===== src/rtl/regfile_wr_if.sv =====
// Write-request handshake bundle for the register file write port.
interface regfile_wr_if #(
    parameter int WIDTH = 32
);
    logic             wr_valid;
    logic             wr_ready;
    logic [4:0]       wr_addr;
    logic [WIDTH-1:0] wr_data;

    modport master (
        output wr_valid,
        output wr_addr,
        output wr_data,
        input  wr_ready
    );

    modport slave (
        input  wr_valid,
        input  wr_addr,
        input  wr_data,
        output wr_ready
    );
endinterface


===== src/rtl/regfile_write_port.sv =====
// Register file write side: two-stage write pipeline, clear sequencer,
// and flat storage bus for the read-port muxes.
module regfile_write_port #(
    parameter int WIDTH    = 32,
    parameter bit ZERO_REG = 1'b1
) (
    input  logic               clock,
    input  logic               reset_n,
    regfile_wr_if.slave        wr,
    input  logic               clear_req,
    output logic               clear_busy,
    output logic               commit_valid,
    output logic [4:0]         commit_addr,
    output logic [31:0]        wr_onehot_q,
    output logic [32*WIDTH-1:0] regs_flat
);

    typedef enum logic {
        IDLE  = 1'b0,
        CLEAR = 1'b1
    } state_t;

    typedef struct packed {
        logic             valid;
        logic [4:0]       addr;
        logic [WIDTH-1:0] data;
    } s1_t;

    localparam logic [4:0] CLR_FIRST = ZERO_REG ? 5'd1 : 5'd0;

    state_t           state;
    state_t           state_nx;
    s1_t              s1;
    logic             accept;
    logic [4:0]       clr_cnt;
    logic [WIDTH-1:0] regs [32];

    always_ff @(posedge clock or negedge reset_n) begin
        if (!reset_n) begin
            state <= IDLE;
        end else begin
            state <= state_nx;
        end
    end

    always_comb begin
        state_nx = state;
        unique case (state)
            IDLE:  if (clear_req) state_nx = CLEAR;
            CLEAR: if (clr_cnt == 5'd31) state_nx = IDLE;
        endcase
    end

    // clear_req wins over a same-cycle write by withholding ready
    always_comb begin
        clear_busy  = 1'b0;
        wr.wr_ready = 1'b0;
        unique case (1'b1)
            (state == IDLE):  wr.wr_ready = !clear_req;
            (state == CLEAR): clear_busy  = 1'b1;
        endcase
    end

    assign accept = wr.wr_valid && wr.wr_ready;

    always_ff @(posedge clock or negedge reset_n) begin
        if (!reset_n) begin
            clr_cnt <= 5'd0;
        end else if (state == IDLE && clear_req) begin
            clr_cnt <= CLR_FIRST;
        end else if (state == CLEAR && clr_cnt != 5'd31) begin
            clr_cnt <= clr_cnt + 5'd1;
        end
    end

    always_ff @(posedge clock or negedge reset_n) begin
        if (!reset_n) begin
            s1           <= '0;
            wr_onehot_q  <= '0;
            commit_valid <= 1'b0;
            commit_addr  <= 5'd0;
        end else begin
            s1.valid     <= accept;
            if (accept) begin
                s1.addr <= wr.wr_addr;
                s1.data <= wr.wr_data;
            end
            wr_onehot_q  <= accept ? (32'd1 << wr.wr_addr) : 32'd0;
            commit_valid <= s1.valid;
            if (s1.valid) begin
                commit_addr <= s1.addr;
            end
        end
    end

    // no stage-1 write can be live while CLEAR runs, so the two never collide
    always_ff @(posedge clock or negedge reset_n) begin
        if (!reset_n) begin
            for (int i = 0; i < 32; i++) begin
                regs[i] <= '0;
            end
        end else begin
            if (s1.valid && !(ZERO_REG && s1.addr == 5'd0)) begin
                regs[s1.addr] <= s1.data;
            end
            if (state == CLEAR) begin
                regs[clr_cnt] <= '0;
            end
        end
    end

    for (genvar g = 0; g < 32; g++) begin : g_flat
        assign regs_flat[g*WIDTH +: WIDTH] = regs[g];
    end

endmodule


===== src/flat_wrapper.sv =====
// flat-port wrapper written by rule: the top's interface ports become plain ports
module regfile_write_port_flat 
#(
    parameter int WIDTH    = 32,
    parameter bit ZERO_REG = 1'b1
)
  (clock, reset_n, clear_req, clear_busy, commit_valid, commit_addr, wr_onehot_q, regs_flat, wr_wr_valid, wr_wr_addr, wr_wr_data, wr_wr_ready);
  regfile_wr_if #(.WIDTH(WIDTH)) wr_i ();
  input  logic clock;
  input  logic reset_n;
  input  logic clear_req;
  output logic clear_busy;
  output logic commit_valid;
  output logic [4:0] commit_addr;
  output logic [31:0] wr_onehot_q;
  output logic [32*WIDTH-1:0] regs_flat;
  input wire logic [$bits(wr_i.wr_valid)-1:0] wr_wr_valid;
  input wire logic [$bits(wr_i.wr_addr)-1:0] wr_wr_addr;
  input wire logic [$bits(wr_i.wr_data)-1:0] wr_wr_data;
  output wire logic [$bits(wr_i.wr_ready)-1:0] wr_wr_ready;
  assign wr_i.wr_valid = wr_wr_valid;
  assign wr_i.wr_addr = wr_wr_addr;
  assign wr_i.wr_data = wr_wr_data;
  assign wr_wr_ready = wr_i.wr_ready;
  regfile_write_port #(.WIDTH(WIDTH), .ZERO_REG(ZERO_REG)) u_core (.clock(clock), .reset_n(reset_n), .wr(wr_i), .clear_req(clear_req), .clear_busy(clear_busy), .commit_valid(commit_valid), .commit_addr(commit_addr), .wr_onehot_q(wr_onehot_q), .regs_flat(regs_flat));
endmodule

===== config.mk =====
export PLATFORM = sky130hd
export DESIGN_NAME = regfile_write_port_flat
export DESIGN_NICKNAME = d
export VERILOG_FILES = /design/src/rtl/regfile_wr_if.sv /design/src/rtl/regfile_write_port.sv /design/src/flat_wrapper.sv
export SDC_FILE = /design/constraint.sdc
export NUM_CORES = 2
export LEC_CHECK = 0
export BUFFER_PORTS_ARGS = -buffer_cell sky130_fd_sc_hd__buf_2
export CAP_MARGIN = 25
export CORE_AREA = 2 2 436 438
export CTS_CLUSTER_DIAMETER = 200
export DETAILED_ROUTE_END_ITERATION = 7
export DIE_AREA = 0 0 438 440
export PLACE_DENSITY = 0.49
export SLEW_MARGIN = 20
export SYNTH_ARGS = -nofsm -noshare
export SYNTH_HDL_FRONTEND = slang
export SYNTH_SLANG_ARGS = --single-unit

===== constraint.sdc =====
create_clock -name clock -period 1.9 [get_ports clock]
set_input_delay 0.19 -clock clock [delete_from_list [all_inputs] [get_ports clock]]
set_output_delay 0.19 -clock clock [all_outputs]
set_load 0.01 [all_outputs]

# == Word level (Yosys, flattened, before mapping) ==
# Index checks and enable logic that the tools add are counted.
# classes
n_eq_ne,2
bitwise_logic,5
shifts,1
n_reduce_logical,10
muxes,15
order_cmp,4
addsub,1
# op_table
operator,n
two-way mux 1024 bit,2
AND 1024 bit,1
bitwise mux 1024 bit,1
inverter 1024 bit,1
demux 32 bit (select 5 bit),2
two-way mux 32 bit,3
left shift 1 x 5 -> 32 bit (first input constant),1
greater-or-equal comparator 6 bit (second input constant),2
less-than comparator 6 x 1 -> 1 bit (second input constant),2
inverter 5 -> 6 bit,2
two-way mux 5 bit,2
logical AND 1 bit,6
adder 5 x 1 -> 5 bit (second input constant),1
equality test 5 bit (second input constant),1
logical NOT 5 bit,1
inequality test 5 bit (second input constant),1
two-way mux 1 bit,4
logical NOT 1 bit,2
one-hot mux 1 bit (2 select lines),1
nonzero test 2 bit,1
inverter 1 bit,1
# word_totals
ff_bits,1106
input_bits,41
elab_cells,78
out_inout_bits,1064

# == Longest topological paths before layout ==
# logic_depth
word_depth,9
mapped_depth,7
mapped_depth_nobuf,6

# == Least setup slack after synthesis ==
# Ideal clock, no wire load.
# synth_timing
path_kind,reg2reg
startpoint,reg u_core.state
endpoint,reg u_core.s1[12] (netlist name)
synth_period_minus_slack_ps,1896
setup_time_ps,125
required_time_ps,1775
slack_ps,4
t_arrival_ps,1772
path_stages_with_launch,7
path_cell_list,dfrtp_1 > buf_2 > nor2_2 > and2_1 > buf_2 > buf_4 > mux2_2
# synth_via
elab_chain_cells,2
# synth_lines
element,line,source
from (decl),regfile_write_port.sv:31,state_t state;
from (signal assigned),regfile_write_port.sv:42,state <= state_nx;
two-way mux 1 bit,regfile_write_port.sv:58,unique case (1'b1)
net wr_wr_ready,flat_wrapper.sv:20,output wire logic [$bits(wr_i.wr_ready)-1:0] wr_wr_ready;
logical AND 1 bit,regfile_write_port.sv:64,assign accept = wr.wr_valid && wr.wr_ready;
to (decl),regfile_write_port.sv:33,s1_t s1;
# The timed path passes the listed nets, and every way through them passes these cells.
# A chain may end at the register's enable or synchronous reset.

# == Final worst setup path ==
# layout_timing
startpoint,reg u_core.state
endpoint,out wr_wr_ready
# layout_via
elab_chain_cells,1
# layout_lines
element,line
two-way mux 1 bit,regfile_write_port.sv:58
to (decl),flat_wrapper.sv:20
# No other way between the ends.

==> results <==
- The run finished with clean final reports.
- The area of all placed cells without fillers is 0.0635 mm².
- The number of standard-cell rows in the floorplan is 160.
- The final number of hold-violating endpoints was 0.
- The number of max-cap violations is 0.
- The clock edge transition at the registers on the reported setup and hold paths is 0.05 ns.
- The final period demand of the worst path is 1.81 ns.
- The main flop type after synthesis is dfrtp_1.
- Across all layers, the routed design uses 46705 vias.
- The cell type contributing the most total cell area after synthesis is dfrtp_1.
- The number of nets at the end of the flow is 6020.
- The die height is 440 µm.
- For the worst setup path, the data arrival time is 1.62 ns.
- Leaving out fill and tap cells, the most frequent cell in the layout is buf_2.
- The count of pins on the block boundary is 1105.
- The type of the setup path with the least slack is register to output pin.
- The largest net degree at the start of global routing is 97.
- STA classifies the critical path startpoint as a register.
- The per-cell via count in the routed design is 5.43.
- Setup repair after global routing left no endpoint under its margin.
- For this design the ratio of total power to cell area is 1250 mW/mm².
- The number of enable flip-flop cells after synthesis is 0.
- Across all setup checks in the final design, the least slack found is 0.0910 ns.
- In this run, the number of DRC markers left after iteration 0 of detailed routing was 4683.
- CTS placed an instance of clkbuf_16 at the clock tree root.
- The congestion estimate from routability-driven global placement came to 0.843.
- Global routing finished with a remaining overflow of 0.
- The cell family contributing the most delay on the critical path is flip-flops.
- The placed instance area is 0.0583 mm².
- In the layout the commonest cells are buf_2, dfrtp_1, a21oi_1, nand3_1, o21ai_0.
- TritonCTS built the clock tree.
- The worst-skew pair later-pin latency is 0.82 ns.
- The die covers 0.193 mm².
- Synthesis handed over a netlist of 4957 instances.
- The analysis attributes to cell leakage a power of 30.2 nW.
- The final wirelength is 253000 µm.
- Counting cells, the worst reg-to-reg path comes to 4.
- On the worst path, the slowest cell contributes a delay of 0.42 ns.
- The detail route stage leaves a number of antenna-violating nets equal to 0.
- No sink is reached through more buffers than the 3 on the longest clock path.
- The total chip power is 79.6 mW.
- The most critical setup path has its startpoint at u_core.state.
- The critical path runs through a total of 3 cells.
- In the final timing run, aggregate negative setup slack is 0 ns.
- The data required time of the critical path is 1.71 ns.
- During synthesis, Yosys emitted a total of 0 warnings.
- The worst flop-to-flop path startpoint is u_core.s1[33].
- The share of flip-flops with an asynchronous set or reset after synthesis is 100%.
- The layout cell share with drive strength beyond 1 is 30.2%.
- The utilization of the core after routing is 33.6%.
- The highest fanout seen on the critical path is 3.
- The signal on the critical path passes through nor2_4, buf_8, buf_6.
- The number of antenna violations at the first check in global routing is 13.
- Once detailed placement completed, the half-perimeter wirelength came to 163000 µm.
- The post-synthesis area per instance is 9.44 µm².
- For this configuration, the core starts out at a cell density of 24.8%.
- The quantity of I/O buffers inserted on ports is 1104.
- The number of global-route vias before repair was 44270.
- The proportion of netlist area held by the largest area contributor is 59.1%.
- The share of synthesized area occupied by flip-flops and latches is 59.1%.
- In this run the standard cell core region covers 0.189 mm².
- For the pin with the worst max-slew slack, the measured transition is 0.884 ns.
- The final critical-path share of the clock period is 95.2%.
- The area of the mapped netlist is 0.0468 mm².
- After detailed routing, the average wire length per cell comes to 29.4 µm.
- The type of the most critical hold path is input port to async pin.
- The number of remaining DRC errors is 0.
- The highest clock rate is 553 MHz.
- The maximum clock skew at final layout is 0.0551 ns.
- The final setup violation count is 0.
- The area overhead of the layout relative to synthesis is 35.6%.
- The post-placement worst setup slack is -0.0137 ns.
- The number of detailed-route iterations in the first pass is 5.
- The first-pass GRT wire length is 349000 µm.
- After synthesis, the cell types taking the most area are dfrtp_1, a21oi_1, nand3_1, o21ai_0, clkbuf_1.
- CTS built an H-tree with a depth of 4.
- Measured along the x axis, the die boundary spans 438 µm.
- The worst pin sits at a relative slew slack of 41.1%.
- In this run, CTS created clock tree buffers numbering 135.
- The number of max-slew violations in the final report is 0.
- The number of buffers and inverters on the critical path is 2.
- The clock net in this run drives a total of 1106 sinks.
- The capturing element type of the critical path is an output pin.
- The slowest stage of the critical path belongs to the cell dfrtp_1.
- The post-synthesis register bit count is 1106.
- The total global routing track utilization is 25.2%.
- The largest voltage drop on the vdd net is 1.04 mV.
- The net count after synthesis is 5003.
- Yosys mapped the design onto 40 distinct sky130hd cell types.
cell usage after synthesis (2+ instances only):
master and number:
dfrtp_1 1106, a21oi_1 995, nand3_1 992, o21ai_0 921, clkbuf_1 440, buf_2 133, o21ai_1 71, nor2_1 60
buf_1 59, mux2_2 43, and2_1 34, buf_4 12, nand2_1 12, nand2b_1 9, nand4_1 8, buf_6 6
ha_1 5, inv_1 5, nor3_1 5, nand3b_1 4, nand4b_1 4, and4b_1 3, and4bb_2 3, nand4bb_1 3
o22ai_1 3, or2_2 3, and3_1 2, and3b_1 2, clkbuf_2 2, nor2b_1 2
kinds of logic (layout without fill, tap and decap cells):
| family | count (synthesis) | after routing | synth area share [%] |
|---|---|---|---|
| AOI/OAI and AO/OA | 1992 | 1992 | 21.3 |
| xor gates and xnor gates | 1 | 1 | 0.0187 |
| adders and majority gates | 5 | 5 | 0.134 |
| buffers and inverters | 657 | 1776 | 5.82 |
| DFF | 1106 | 1106 | 59.1 |
| muxes | 43 | 43 | 1.03 |
| other | 0 | 10 | 0 |
| and+or+nand+nor | 1153 | 1153 | 12.6 |
metrics by stage:
stage                     hold WS, ns  cells
after floorplan                -0.106   4957
after global placement         0.0929   8294
after detailed placement       0.0920   8294
after CTS                      -0.272   8576
after global routing           0.0847   8591
final                           0.123   8597
where the power goes:
group          total, mW  switching, mW  internal [mW]
sequential          26.2           1.73           24.5
clock               26.5           11.1           15.3
combinational       26.9           20.3           6.64
total               79.6           33.2           46.5
routing by layer:
metal	up-vias	track usage, %	part of all wire (%)
met5	-	0	0.012
met3	598	6.15	8.1
met1	23973	30.7	38
li1	19654	-	-
met2	2476	40.7	48
met4	4	14.0	6.2
final timing paths:
path	endpoint	slack (ns)
min in group clock	u_core.s1[30]	0.19
hold / removal	u_core.s1[6]	0.12
setup / recovery	wr_wr_ready	0.09
setup reg to reg	u_core.regs_flat[396]	0.09
max in group asynchronous	u_core.regs_flat[114]	0.63
hold reg to reg	u_core.regs_flat[27]	0.48
worst reg2reg max path: stages (launching register included):
cell and delay (ns):
dfrtp_2 0.47, or4b_4 0.56, buf_12 0.19, o21ai_0 0.40, a21oi_1 0.09
what timing repair did:
| action | 4_1_cts | 5_1_grt |
|---|---|---|
| gates resized for setup | 5 | 13 |
| endpoints found under the setup margin | 1 | 364 |
| hold buffers | 41 | 1 |
| setup buffers | 2 | 10 |
| pin swaps | 1 | 2 |
| endpoints found under the hold margin | 1129 | 1 |
sequential cells by signal, indices dropped and copies added, names as in the netlist:
| register | count |
|---|---|
| u_core.state | 1 |
| u_core.s1 | 38 |
| u_core.clr_cnt | 5 |
| u_core.regs_flat | 1024 |
| u_core.commit_addr | 5 |
| u_core.wr_onehot_q | 32 |
| u_core.commit_valid | 1 |
final cells by class:
class | instances | area, µm²
sequential | 1106 | 27800
timing repair buffer | 1532 | 11300
inverter | 5 | 18.8
antenna | 10 | 25.0
tap | 2511 | 3140
clock inverter | 41 | 510
fill | 19656 | 125000
multi-input combinational | 3194 | 16700
clock buffer | 198 | 3990
Power figures use the tool's default switching activity.
